$ cat src/rtl/cabac_pu_debinari_mv_if.sv
// Bin-request channel between the PU mvd debinarizer and the CABAC bin decoder.
// Handshake: the debinarizer raises bin_req_o with bin_byp_o/bin_ctx_o and holds all three
// stable until a cycle where bin_req_o & bin_vld_i, which is the single transfer of bin_i;
// bin_vld_i while bin_req_o is low carries no meaning.
interface cabac_pu_debinari_mv_if;
  logic       bin_req_o;
  logic       bin_byp_o;
  logic [7:0] bin_ctx_o;
  logic       bin_vld_i;
  logic       bin_i;

  modport master (
    output bin_req_o,
    output bin_byp_o,
    output bin_ctx_o,
    input  bin_vld_i,
    input  bin_i
  );

  modport slave (
    input  bin_req_o,
    input  bin_byp_o,
    input  bin_ctx_o,
    output bin_vld_i,
    output bin_i
  );
endinterface

$ cat src/rtl/cabac_pu_debinari_mv.sv
// Rebuilds one PU's mvd pair and mvp index from decoded bins in HEVC syntax order
// (greater0, greater1, EG1 remainder + sign per component, mvp flag).
module cabac_pu_debinari_mv #(
  parameter int         MVD_WIDTH = 11,
  parameter logic [7:0] CTX_GR0   = 8'd0,
  parameter logic [7:0] CTX_GR1   = 8'd1,
  parameter logic [7:0] CTX_MVP   = 8'd2
) (
  input  logic                        clk,
  input  logic                        rst,
  input  logic                        start_i,
  cabac_pu_debinari_mv_if.master      bin_if,
  output logic                        done_o,
  output logic                        err_o,
  output logic [MVD_WIDTH-1:0]        mvd_x_o,
  output logic [MVD_WIDTH-1:0]        mvd_y_o,
  output logic [2:0]                  mvp_idx_o,
  output logic [3:0]                  state_dbg_o
);

  localparam int                  KW    = $clog2(MVD_WIDTH) + 1;
  localparam logic [KW-1:0]       K_MAX = KW'(MVD_WIDTH - 2);
  localparam logic [KW-1:0]       K_ONE = KW'(1);
  localparam logic [MVD_WIDTH-1:0] ONE  = MVD_WIDTH'(1);
  localparam logic [MVD_WIDTH-1:0] TWO  = MVD_WIDTH'(2);

  typedef enum logic [3:0] {
    S_IDLE, S_GR0_X, S_GR0_Y, S_GR1_X, S_GR1_Y,
    S_PFX_X, S_SFX_X, S_SGN_X, S_PFX_Y, S_SFX_Y, S_SGN_Y,
    S_MVP, S_DONE
  } state_t;

  // First state at or after s whose bin is actually present for these flags.
  function automatic state_t skip_from(state_t s, logic g0x, logic g0y, logic g1x, logic g1y);
    state_t r;
    r = s;
    if (r == S_GR1_X && !g0x) r = S_GR1_Y;
    if (r == S_GR1_Y && !g0y) r = S_PFX_X;
    if (r == S_PFX_X && !g1x) r = S_SGN_X;
    if (r == S_SGN_X && !g0x) r = S_PFX_Y;
    if (r == S_PFX_Y && !g1y) r = S_SGN_Y;
    if (r == S_SGN_Y && !g0y) r = S_MVP;
    return r;
  endfunction

  state_t                 state_q, state_d;
  logic                   gr0x_q, gr0x_d, gr0y_q, gr0y_d;
  logic                   gr1x_q, gr1x_d, gr1y_q, gr1y_d;
  logic [KW-1:0]          k_q, k_d;
  logic [MVD_WIDTH-1:0]   val_q, val_d;
  logic [MVD_WIDTH-1:0]   mag_x_q, mag_x_d, mag_y_q, mag_y_d;
  logic                   sign_x_q, sign_x_d, sign_y_q, sign_y_d;
  logic                   req_q, req_d, byp_q, byp_d;
  logic [7:0]             ctx_q, ctx_d;
  logic                   done_q, done_d, err_q, err_d;
  logic [MVD_WIDTH-1:0]   mvd_x_q, mvd_x_d, mvd_y_q, mvd_y_d;
  logic [2:0]             mvp_idx_q, mvp_idx_d;
  logic [MVD_WIDTH-1:0]   sfx_sum;
  logic                   xfer;

  assign xfer = req_q & bin_if.bin_vld_i;

  always_comb begin
    state_d   = state_q;
    gr0x_d    = gr0x_q;
    gr0y_d    = gr0y_q;
    gr1x_d    = gr1x_q;
    gr1y_d    = gr1y_q;
    k_d       = k_q;
    val_d     = val_q;
    mag_x_d   = mag_x_q;
    mag_y_d   = mag_y_q;
    sign_x_d  = sign_x_q;
    sign_y_d  = sign_y_q;
    err_d     = err_q;
    mvd_x_d   = mvd_x_q;
    mvd_y_d   = mvd_y_q;
    mvp_idx_d = mvp_idx_q;
    sfx_sum   = val_q + ({{(MVD_WIDTH-1){1'b0}}, bin_if.bin_i} << (k_q - K_ONE));

    case (state_q)
      S_IDLE: begin
        if (start_i) begin
          state_d  = S_GR0_X;
          gr0x_d   = 1'b0;
          gr0y_d   = 1'b0;
          gr1x_d   = 1'b0;
          gr1y_d   = 1'b0;
          k_d      = K_ONE;
          val_d    = '0;
          mag_x_d  = '0;
          mag_y_d  = '0;
          sign_x_d = 1'b0;
          sign_y_d = 1'b0;
        end
      end
      S_GR0_X: if (xfer) begin
        gr0x_d  = bin_if.bin_i;
        mag_x_d = bin_if.bin_i ? ONE : '0;
        state_d = S_GR0_Y;
      end
      S_GR0_Y: if (xfer) begin
        gr0y_d  = bin_if.bin_i;
        mag_y_d = bin_if.bin_i ? ONE : '0;
        state_d = skip_from(S_GR1_X, gr0x_q, bin_if.bin_i, 1'b0, 1'b0);
      end
      S_GR1_X: if (xfer) begin
        gr1x_d  = bin_if.bin_i;
        state_d = skip_from(S_GR1_Y, gr0x_q, gr0y_q, bin_if.bin_i, 1'b0);
      end
      S_GR1_Y: if (xfer) begin
        gr1y_d  = bin_if.bin_i;
        state_d = skip_from(S_PFX_X, gr0x_q, gr0y_q, gr1x_q, bin_if.bin_i);
      end
      S_PFX_X, S_PFX_Y: if (xfer) begin
        if (bin_if.bin_i) begin
          // A prefix this long cannot encode a legal magnitude: abandon the PU.
          if (k_q == K_MAX) begin
            err_d     = 1'b1;
            mvd_x_d   = '0;
            mvd_y_d   = '0;
            mvp_idx_d = '0;
            state_d   = S_DONE;
          end else begin
            val_d = val_q + (ONE << k_q);
            k_d   = k_q + K_ONE;
          end
        end else begin
          state_d = (state_q == S_PFX_X) ? S_SFX_X : S_SFX_Y;
        end
      end
      S_SFX_X, S_SFX_Y: if (xfer) begin
        val_d = sfx_sum;
        k_d   = k_q - K_ONE;
        if (k_q == K_ONE) begin
          val_d = '0;
          k_d   = K_ONE;
          if (state_q == S_SFX_X) begin
            mag_x_d = TWO + sfx_sum;
            state_d = S_SGN_X;
          end else begin
            mag_y_d = TWO + sfx_sum;
            state_d = S_SGN_Y;
          end
        end
      end
      S_SGN_X: if (xfer) begin
        sign_x_d = bin_if.bin_i;
        state_d  = skip_from(S_PFX_Y, gr0x_q, gr0y_q, gr1x_q, gr1y_q);
      end
      S_SGN_Y: if (xfer) begin
        sign_y_d = bin_if.bin_i;
        state_d  = S_MVP;
      end
      S_MVP: if (xfer) begin
        err_d     = 1'b0;
        mvd_x_d   = sign_x_q ? (~mag_x_q + ONE) : mag_x_q;
        mvd_y_d   = sign_y_q ? (~mag_y_q + ONE) : mag_y_q;
        mvp_idx_d = {2'b00, bin_if.bin_i};
        state_d   = S_DONE;
      end
      S_DONE:  state_d = S_IDLE;
      default: state_d = S_IDLE;
    endcase

    // Request fields are registered from the next state so they are stable for the whole bin.
    done_d = (state_d == S_DONE);
    req_d  = 1'b0;
    byp_d  = 1'b0;
    ctx_d  = 8'd0;
    case (state_d)
      S_GR0_X, S_GR0_Y: begin req_d = 1'b1; ctx_d = CTX_GR0; end
      S_GR1_X, S_GR1_Y: begin req_d = 1'b1; ctx_d = CTX_GR1; end
      S_PFX_X, S_SFX_X, S_SGN_X,
      S_PFX_Y, S_SFX_Y, S_SGN_Y: begin req_d = 1'b1; byp_d = 1'b1; end
      S_MVP:            begin req_d = 1'b1; ctx_d = CTX_MVP; end
      default:          ;
    endcase
  end

  always_ff @(posedge clk) begin
    if (rst) begin
      state_q   <= S_IDLE;
      gr0x_q    <= 1'b0;
      gr0y_q    <= 1'b0;
      gr1x_q    <= 1'b0;
      gr1y_q    <= 1'b0;
      k_q       <= K_ONE;
      val_q     <= '0;
      mag_x_q   <= '0;
      mag_y_q   <= '0;
      sign_x_q  <= 1'b0;
      sign_y_q  <= 1'b0;
      req_q     <= 1'b0;
      byp_q     <= 1'b0;
      ctx_q     <= 8'd0;
      done_q    <= 1'b0;
      err_q     <= 1'b0;
      mvd_x_q   <= '0;
      mvd_y_q   <= '0;
      mvp_idx_q <= '0;
    end else begin
      state_q   <= state_d;
      gr0x_q    <= gr0x_d;
      gr0y_q    <= gr0y_d;
      gr1x_q    <= gr1x_d;
      gr1y_q    <= gr1y_d;
      k_q       <= k_d;
      val_q     <= val_d;
      mag_x_q   <= mag_x_d;
      mag_y_q   <= mag_y_d;
      sign_x_q  <= sign_x_d;
      sign_y_q  <= sign_y_d;
      req_q     <= req_d;
      byp_q     <= byp_d;
      ctx_q     <= ctx_d;
      done_q    <= done_d;
      err_q     <= err_d;
      mvd_x_q   <= mvd_x_d;
      mvd_y_q   <= mvd_y_d;
      mvp_idx_q <= mvp_idx_d;
    end
  end

  assign bin_if.bin_req_o = req_q;
  assign bin_if.bin_byp_o = byp_q;
  assign bin_if.bin_ctx_o = ctx_q;
  assign done_o           = done_q;
  assign err_o            = err_q;
  assign mvd_x_o          = mvd_x_q;
  assign mvd_y_o          = mvd_y_q;
  assign mvp_idx_o        = mvp_idx_q;
  assign state_dbg_o      = state_q;

endmodule
$ cat src/flat_wrapper.sv
// flat-port wrapper written by rule: the top's interface ports become plain ports
module cabac_pu_debinari_mv_flat 
#(
  parameter int         MVD_WIDTH = 11,
  parameter logic [7:0] CTX_GR0   = 8'd0,
  parameter logic [7:0] CTX_GR1   = 8'd1,
  parameter logic [7:0] CTX_MVP   = 8'd2
)
  (clk, rst, start_i, done_o, err_o, mvd_x_o, mvd_y_o, mvp_idx_o, state_dbg_o, bin_if_bin_req_o, bin_if_bin_byp_o, bin_if_bin_ctx_o, bin_if_bin_vld_i, bin_if_bin_i);
  cabac_pu_debinari_mv_if bin_if_i ();
  input  logic clk;
  input  logic rst;
  input  logic start_i;
  output logic done_o;
  output logic err_o;
  output logic [MVD_WIDTH-1:0] mvd_x_o;
  output logic [MVD_WIDTH-1:0] mvd_y_o;
  output logic [2:0] mvp_idx_o;
  output logic [3:0] state_dbg_o;
  output wire logic [$bits(bin_if_i.bin_req_o)-1:0] bin_if_bin_req_o;
  output wire logic [$bits(bin_if_i.bin_byp_o)-1:0] bin_if_bin_byp_o;
  output wire logic [$bits(bin_if_i.bin_ctx_o)-1:0] bin_if_bin_ctx_o;
  input wire logic [$bits(bin_if_i.bin_vld_i)-1:0] bin_if_bin_vld_i;
  input wire logic [$bits(bin_if_i.bin_i)-1:0] bin_if_bin_i;
  assign bin_if_bin_req_o = bin_if_i.bin_req_o;
  assign bin_if_bin_byp_o = bin_if_i.bin_byp_o;
  assign bin_if_bin_ctx_o = bin_if_i.bin_ctx_o;
  assign bin_if_i.bin_vld_i = bin_if_bin_vld_i;
  assign bin_if_i.bin_i = bin_if_bin_i;
  cabac_pu_debinari_mv #(.MVD_WIDTH(MVD_WIDTH), .CTX_GR0(CTX_GR0), .CTX_GR1(CTX_GR1), .CTX_MVP(CTX_MVP)) u_core (.clk(clk), .rst(rst), .start_i(start_i), .bin_if(bin_if_i), .done_o(done_o), .err_o(err_o), .mvd_x_o(mvd_x_o), .mvd_y_o(mvd_y_o), .mvp_idx_o(mvp_idx_o), .state_dbg_o(state_dbg_o));
endmodule
$ cat config.mk
export PLATFORM = sky130hd
export DESIGN_NAME = cabac_pu_debinari_mv_flat
export DESIGN_NICKNAME = d
export VERILOG_FILES = /design/src/rtl/cabac_pu_debinari_mv_if.sv /design/src/rtl/cabac_pu_debinari_mv.sv /design/src/flat_wrapper.sv
export SDC_FILE = /design/constraint.sdc
export NUM_CORES = 1
export LEC_CHECK = 0
export ABC_AREA = 1
export BUFFER_PORTS_ARGS = -buffer_cell sky130_fd_sc_hd__buf_2
export CAP_MARGIN = 20
export CORE_MARGIN = 4
export CORE_UTILIZATION = 35
export CTS_BUF_LIST = sky130_fd_sc_hd__clkbuf_8 sky130_fd_sc_hd__clkbuf_16
export DETAILED_ROUTE_END_ITERATION = 7
export GPL_TIMING_DRIVEN = 0
export PLACE_DENSITY = 0.62
export SLEW_MARGIN = 15
export SYNTH_ARGS = -nofsm -noshare
export SYNTH_HDL_FRONTEND = slang
export SYNTH_SLANG_ARGS = --single-unit
$ cat constraint.sdc
create_clock -name clk -period 7.3 [get_ports clk]
set_clock_uncertainty 0.2 [all_clocks]
set_input_delay 1.46 -clock clk [delete_from_list [all_inputs] [get_ports clk]]
set_output_delay 1.46 -clock clk [all_outputs]
set_load 0.005 [all_outputs]
## After elaboration in Yosys (flattened, before gate mapping)

Cells that the tools add are included.

| operators by class | value |
|---|---|
| add/subtract/negate cells | 7 |
| equal/unequal tests | 54 |
| shift operators | 2 |
| muxes and demuxes | 113 |
| bitwise operators | 3 |
| reductions and logical operators | 39 |

Operator list:

| cell | number |
|---|---|
| 2-to-1 mux 11 bit | 20 |
| 2-to-1 mux 4 bit | 54 |
| case mux 11 bit (3 select lines) | 3 |
| equality test 4 bit (second input constant) | 16 |
| equality test 4 x 3 -> 1 bit (second input constant) | 14 |
| case mux 11 bit (2 select lines) | 2 |
| case mux 4 bit (10 select lines) | 1 |
| 2-to-1 mux 5 bit | 6 |
| inequality test 2 x 1 -> 1 bit (second input constant) | 12 |
| adder 11 x 1 -> 11 bit (second input constant) | 2 |
| adder 11 bit | 2 |
| NOT 11 bit | 2 |
| AND reduction 3 bit | 6 |
| AND reduction 6 bit | 3 |
| equality test 4 x 2 -> 1 bit (second input constant) | 4 |
| 2-to-1 mux 3 bit | 5 |
| case mux 5 bit (3 select lines) | 1 |
| case mux 1 bit (2 select lines) | 7 |
| nonzero test 2 bit | 7 |
| adder 2 x 11 -> 11 bit (first input constant) | 1 |
| OR reduction 11 bit | 1 |
| left shift 1 x 5 -> 11 bit | 1 |
| left shift 1 x 5 -> 11 bit (first input constant) | 1 |
| logical AND 1 bit | 10 |
| other kinds (17) | 37 |

| word-level totals | value |
|---|---|
| register bits | 85 |
| input port bits | 5 |
| logic and storage cells | 237 |

## Depth between registers and ports, before layout

| logic depth | value |
|---|---|
| depth in word-level cells | 29 |
| mapped depth | 23 |
| gate-level depth less buffers | 23 |

## Worst setup path before layout

OpenSTA, ideal clock, no wires.

| timing | value |
|---|---|
| path type | input port to flip-flop |
| start | in bin_if_bin_i |
| end | reg u_core.mag_x_q[7] |
| setup time | 0.070 ns |
| arrival time | 3.807 ns |
| data required time | 7.030 ns |
| path slack | 3.223 ns |
| stages on the path | 18 |
| path buffers | 1 |
| cell sequence | clkbuf_1 > nand3_1 > nor3_1 > ha_1 > inv_1 > fa_1 > nand2_1 > nand2_1 > inv_1 > ha_1 > inv_1 > nor2_1 > nand2_1 > nor2_1 > inv_1 > o21ai_1 > nand3_1 > a21oi_1 |

| on the way | value |
|---|---|
| word-level cells in the longest chain between the ends | 7 |

RTL lines:

| element | line | RTL |
|---|---|---|
| start, declared | flat_wrapper.sv:24 | `input wire logic [$bits(bin_if_i.bin_i)-1:0] bin_if_bin_i;` |
| left shift 1 x 5 -> 11 bit | cabac_pu_debinari_mv.sv:79 | `sfx_sum = val_q + ({{(MVD_WIDTH-1){1'b0}}, bin_if.bin_i} << (k_q - K_ONE));` |
| adder 11 bit | cabac_pu_debinari_mv.sv:79 |  |
| adder 2 x 11 -> 11 bit | cabac_pu_debinari_mv.sv:139 | `mag_x_d = TWO + sfx_sum;` |
| 2-to-1 mux 11 bit | cabac_pu_debinari_mv.sv:138 | `if (state_q == S_SFX_X) begin` |
| 2-to-1 mux 11 bit | cabac_pu_debinari_mv.sv:135 | `if (k_q == K_ONE) begin` |
| 2-to-1 mux 11 bit | cabac_pu_debinari_mv.sv:132 | `S_SFX_X, S_SFX_Y: if (xfer) begin` |
| case mux 11 bit (3 select lines) | cabac_pu_debinari_mv.sv:81 | `case (state_q)` |
| end signal, assigned | cabac_pu_debinari_mv.sv:210 | `mag_x_q <= mag_x_d;` |
| end, declared | cabac_pu_debinari_mv.sv:51 | `logic [MVD_WIDTH-1:0] mag_x_q, mag_x_d, mag_y_q, mag_y_d;` |

No other way between the ends. The select of a mux whose other input is x is not followed.
A chain may end at the register's enable or synchronous reset.

## Worst setup path after layout

| timing | value |
|---|---|
| start | in bin_if_bin_i |
| end | reg u_core.mag_y_q[3] |

| on the way | value |
|---|---|
| word-level cells in the longest chain between the ends | 7 |

RTL lines:

| element | line | RTL |
|---|---|---|
| left shift 1 x 5 -> 11 bit | cabac_pu_debinari_mv.sv:79 |  |
| adder 11 bit | cabac_pu_debinari_mv.sv:79 |  |
| adder 2 x 11 -> 11 bit | cabac_pu_debinari_mv.sv:142 | `mag_y_d = TWO + sfx_sum;` |
| 2-to-1 mux 11 bit | cabac_pu_debinari_mv.sv:138 |  |
| 2-to-1 mux 11 bit | cabac_pu_debinari_mv.sv:135 |  |
| 2-to-1 mux 11 bit | cabac_pu_debinari_mv.sv:132 |  |
| case mux 11 bit (3 select lines) | cabac_pu_debinari_mv.sv:81 |  |
| end signal, assigned | cabac_pu_debinari_mv.sv:211 | `mag_y_q <= mag_y_d;` |
| end, declared | cabac_pu_debinari_mv.sv:51 |  |

No other way between the ends. The select of a mux whose other input is x is not followed.

==> metrics.md <==
| Metric | Value |
|---|---|
| Critical path capture point type | `register` |
| Register area | `0.00154 mm²` |
| Routability congestion estimate from global placement | `0.894` |
| Initial antenna violation count | `0` |
| Required @ worst endpoint | `7350 ps` |
| Top Metal Used | `met4` |
| Via count | `6,051` |
| Antenna Diode Count | `0` |
| Synth Warn # | `0` |
| Met1 Wirelength | `8010 µm` |
| Status | `complete, no violations` |
| Postcts setup bufs | `0` |
| RSZ-0062 raised after global routing | `false` |
| DRT antenna net count | `0` |
| Number of enable flip-flop cells after synthesis | `0` |
| Critical-path maximum fanout | `10` |
| Nets | `1,023` |
| FF-to-FF Start | `u_core.k_q[0]` |
| Final min period | `4690 ps` |
| P_leak | `3.02 nW` |
| Maximum vdd drop | `0.127 mV` |
| DR WL/cell | `14.0 µm` |
| Total track usage | `18.4%` |
| Startpoint types | `primary input` |
| CTS root buf | `clkbuf_16` |
| Fill count | `1,788` |
| Met3 WL | `1090 µm` |
| Average size of a mapped cell | `6.20 µm²` |
| Crit path DAT | `4740 ps` |
| Final HPWL DP | `13,100 µm` |
| Mapped Cells | `932` |
| Final slew viol count | `0` |
| Drt total wl | `16,900 µm` |
| Initial Utilization | `36.1%` |
| Relative slew margins | `49.7%` |
| Max stage delay on crit path | `480 ps` |
| R2R cell count | `18` |
| Die area | `0.0186 mm²` |
| Vias per cell | `5.02` |
| Total CTS buffers | `9` |
| FF+latch count, synth | `77` |
| Worst Max-Slew Pin Slew | `755 ps` |
| Vias in the first global route | `5,400` |
| Met2 Routed Length | `7460 µm` |
| Sequential area share after synthesis | `26.7%` |
| Std cell rows | `46` |
| Ys flop type | `dfxtp_1` |
| R2r setup slk | `3220 ps` |
| Placed inst area | `0.00625 mm²` |
| Ys async rst share | `0%` |
| Core box area | `0.0160 mm²` |
| Clock slew at reported path FFs | `60 ps` |
| Hold buffer count at CTS | `0` |
| Synth cell types | `44` |
| I/O Buffers | `36` |
| Share of layout cells above drive strength 1 | `12.6%` |
| Critical path class | `primary input to register` |
| Fin util | `40.9%` |
| Leading cell types in the layout, fill and taps excluded | `nand2_1, inv_1, nand3_1, nor2_1, a21oi_1` |
| Synth-to-Final Area Change | `13.3%` |
| CP delay by family, top | `simple AND/OR/NAND/NOR gates` |
| Htree depth | `3` |
| 1st-pass router iterations | `5` |
| Setup_tns | `0 ps` |
| Worst-path cell chain | `buf_2 > clkbuf_1 > nand3_1 > nor3_1 > ha_1 > inv_1 > fa_1 > inv_1 > nand2_1 > nand2_1 > inv_1 > ha_1 > inv_1 > nor2_1 > nor3_1 > nor2_1 > a211oi_1` |
| Num ports | `46` |
| Pwr dens | `184 mW/mm²` |
| Largest net degree at the start of global routing | `14` |
| F_max | `213 MHz` |
| Hold Path End | `u_core.mvd_y_o[4]` |
| Largest area contributor in the netlist | `dfxtp_1` |
| Clock buffer depth | `2` |
| Hold Vio Cnt, Final | `0` |
| Hold_sp | `u_core.mvd_y_o[4]` |
| Dominant cells by area after synthesis | `dfxtp_1, nand2_1, nand3_1, a21oi_1, inv_1` |
| Die Y-Extent | `136 µm` |
| Buf/Inv on CP | `6` |
| First-pass GRT wire length | `27,200 µm` |
| CTS Sinks | `77` |
| Grt total ovfl | `0` |
| Top cell by count, worst path | `inv_1` |
| Design Area, Final | `0.00654 mm²` |
| Worst Hold Class | `register to register` |
| R2R Path End | `u_core.mag_y_q[3]` |
| Drc violations | `0` |
| Hold Crit Depth | `2` |
| Synth top area share | `26.7%` |
| Multi-input gate area | `0.00358 mm²` |
| CTS tree | `built` |
| DRT iter0 DRCs | `544` |
| Fin crit share | `64.2%` |
| Worst skew pair latency | `340 ps` |
| Commonest non-fill, non-tap cell in the layout | `nand2_1` |
| Post-cts resize count | `0` |
| Max Cap Viol | `0` |
| DIE WIDTH | `136 µm` |
| Final Setup Violations | `0` |
| CP max stage cell | `clkbuf_1` |
| Syn Std Cell Area | `0.00578 mm²` |
==> worst register-to-register path: cells and delay by family (launching register included) <==
kind	cells	cell delay, ps
AO/OA/AOI/OAI	1	160
buffers and inverters	5	560
flip-flops	1	510
adder cells (fa/ha/maj)	4	1160
AND/OR/NAND/NOR	8	1390
==> cells by family after synthesis <==
| group | synth area share (%) |
|---|---|
| DFF | 26.7 |
| adders and majority gates | 7.19 |
| buffers and inverters | 11.8 |
| xor gates and xnor gates | 0.910 |
| AOI/OAI and AO/OA | 18.4 |
| and+or+nand+nor | 34.9 |
| other | 0.0649 |
==> synthesized netlist by cell type (all sizes together), types with 2 or more instances <==
master  count
a211oi      2
a21oi      90
a31oi       3
buf        23
clkbuf     10
dfxtp      77
fa          2
ha         30
inv       123
nand2     250
nand3      91
nand4      10
nor2      100
nor3       14
nor4        2
o211ai      4
o21a        2
o21ai      83
or2         2
xor2        5
==> metrics by stage <==
stage / setup slack [ps] / instances / total power (W) / hold WS (ps)
after CTS: 2660 / 1206 / 0.00121 / 260
after floorplan: 3220 / 939 / 0.000687 / 250
after global routing: 2330 / 1206 / 0.00127 / 279
after detailed placement: 2310 / 1191 / 0.000757 / 250
after global placement: 2310 / 1191 / 0.000755 / 248
final: 2610 / 1206 / 0.00120 / 255
==> flip-flops by register name, indices dropped and copies added, names as in the netlist, 2 cells and up <==
register                 count
u_core.mvd_x_o              11
u_core.mag_x_q              11
u_core.state_dbg_o           4
u_core.mvd_y_o              11
u_core.mag_y_q              11
u_core.k_q                   5
u_core.val_q                11
u_core.bin_if.bin_ctx_o      2
==> how the worst max path moves through the flow <==
stage	startpoint	to	slack, ps	cells past startpoint
after floorplan	bin_if_bin_i	u_core.mag_x_q[7]	3220	18
after detailed placement	bin_if_bin_i	u_core.mag_y_q[3]	2310	17
after global routing	bin_if_bin_i	u_core.mag_y_q[10]	2330	20
after CTS	bin_if_bin_i	u_core.mag_y_q[3]	2660	17
final	bin_if_bin_i	u_core.mag_y_q[3]	2610	17
after global placement	bin_if_bin_i	u_core.mag_y_q[3]	2310	17
==> area by class of cell <==
class,instances,area share (%)
multi-input combinational,705,54.7
sequential,77,23.6
inverter,124,7.19
tap,216,4.13
clock buffer,9,3.44
buffer,33,3.27
timing repair buffer,36,2.75
clock inverter,6,0.975
==> report_power, final <==
| part | switching (W) | internal, W | leakage [nW] |
|---|---|---|---|
| combinational | 0.000190 | 0.0000906 | 2.25 |
| sequential | 0.0000263 | 0.000447 | 0.627 |
| clock | 0.000187 | 0.000263 | 0.143 |
==> layer usage <==
metal	track usage, %	vias to the layer above
met5	0	-
met4	4.65	0
met3	3.48	25
met2	29.0	169
met1	25.8	2712
li1	-	3145
Note: power is estimated with default switching activity, not from simulation.
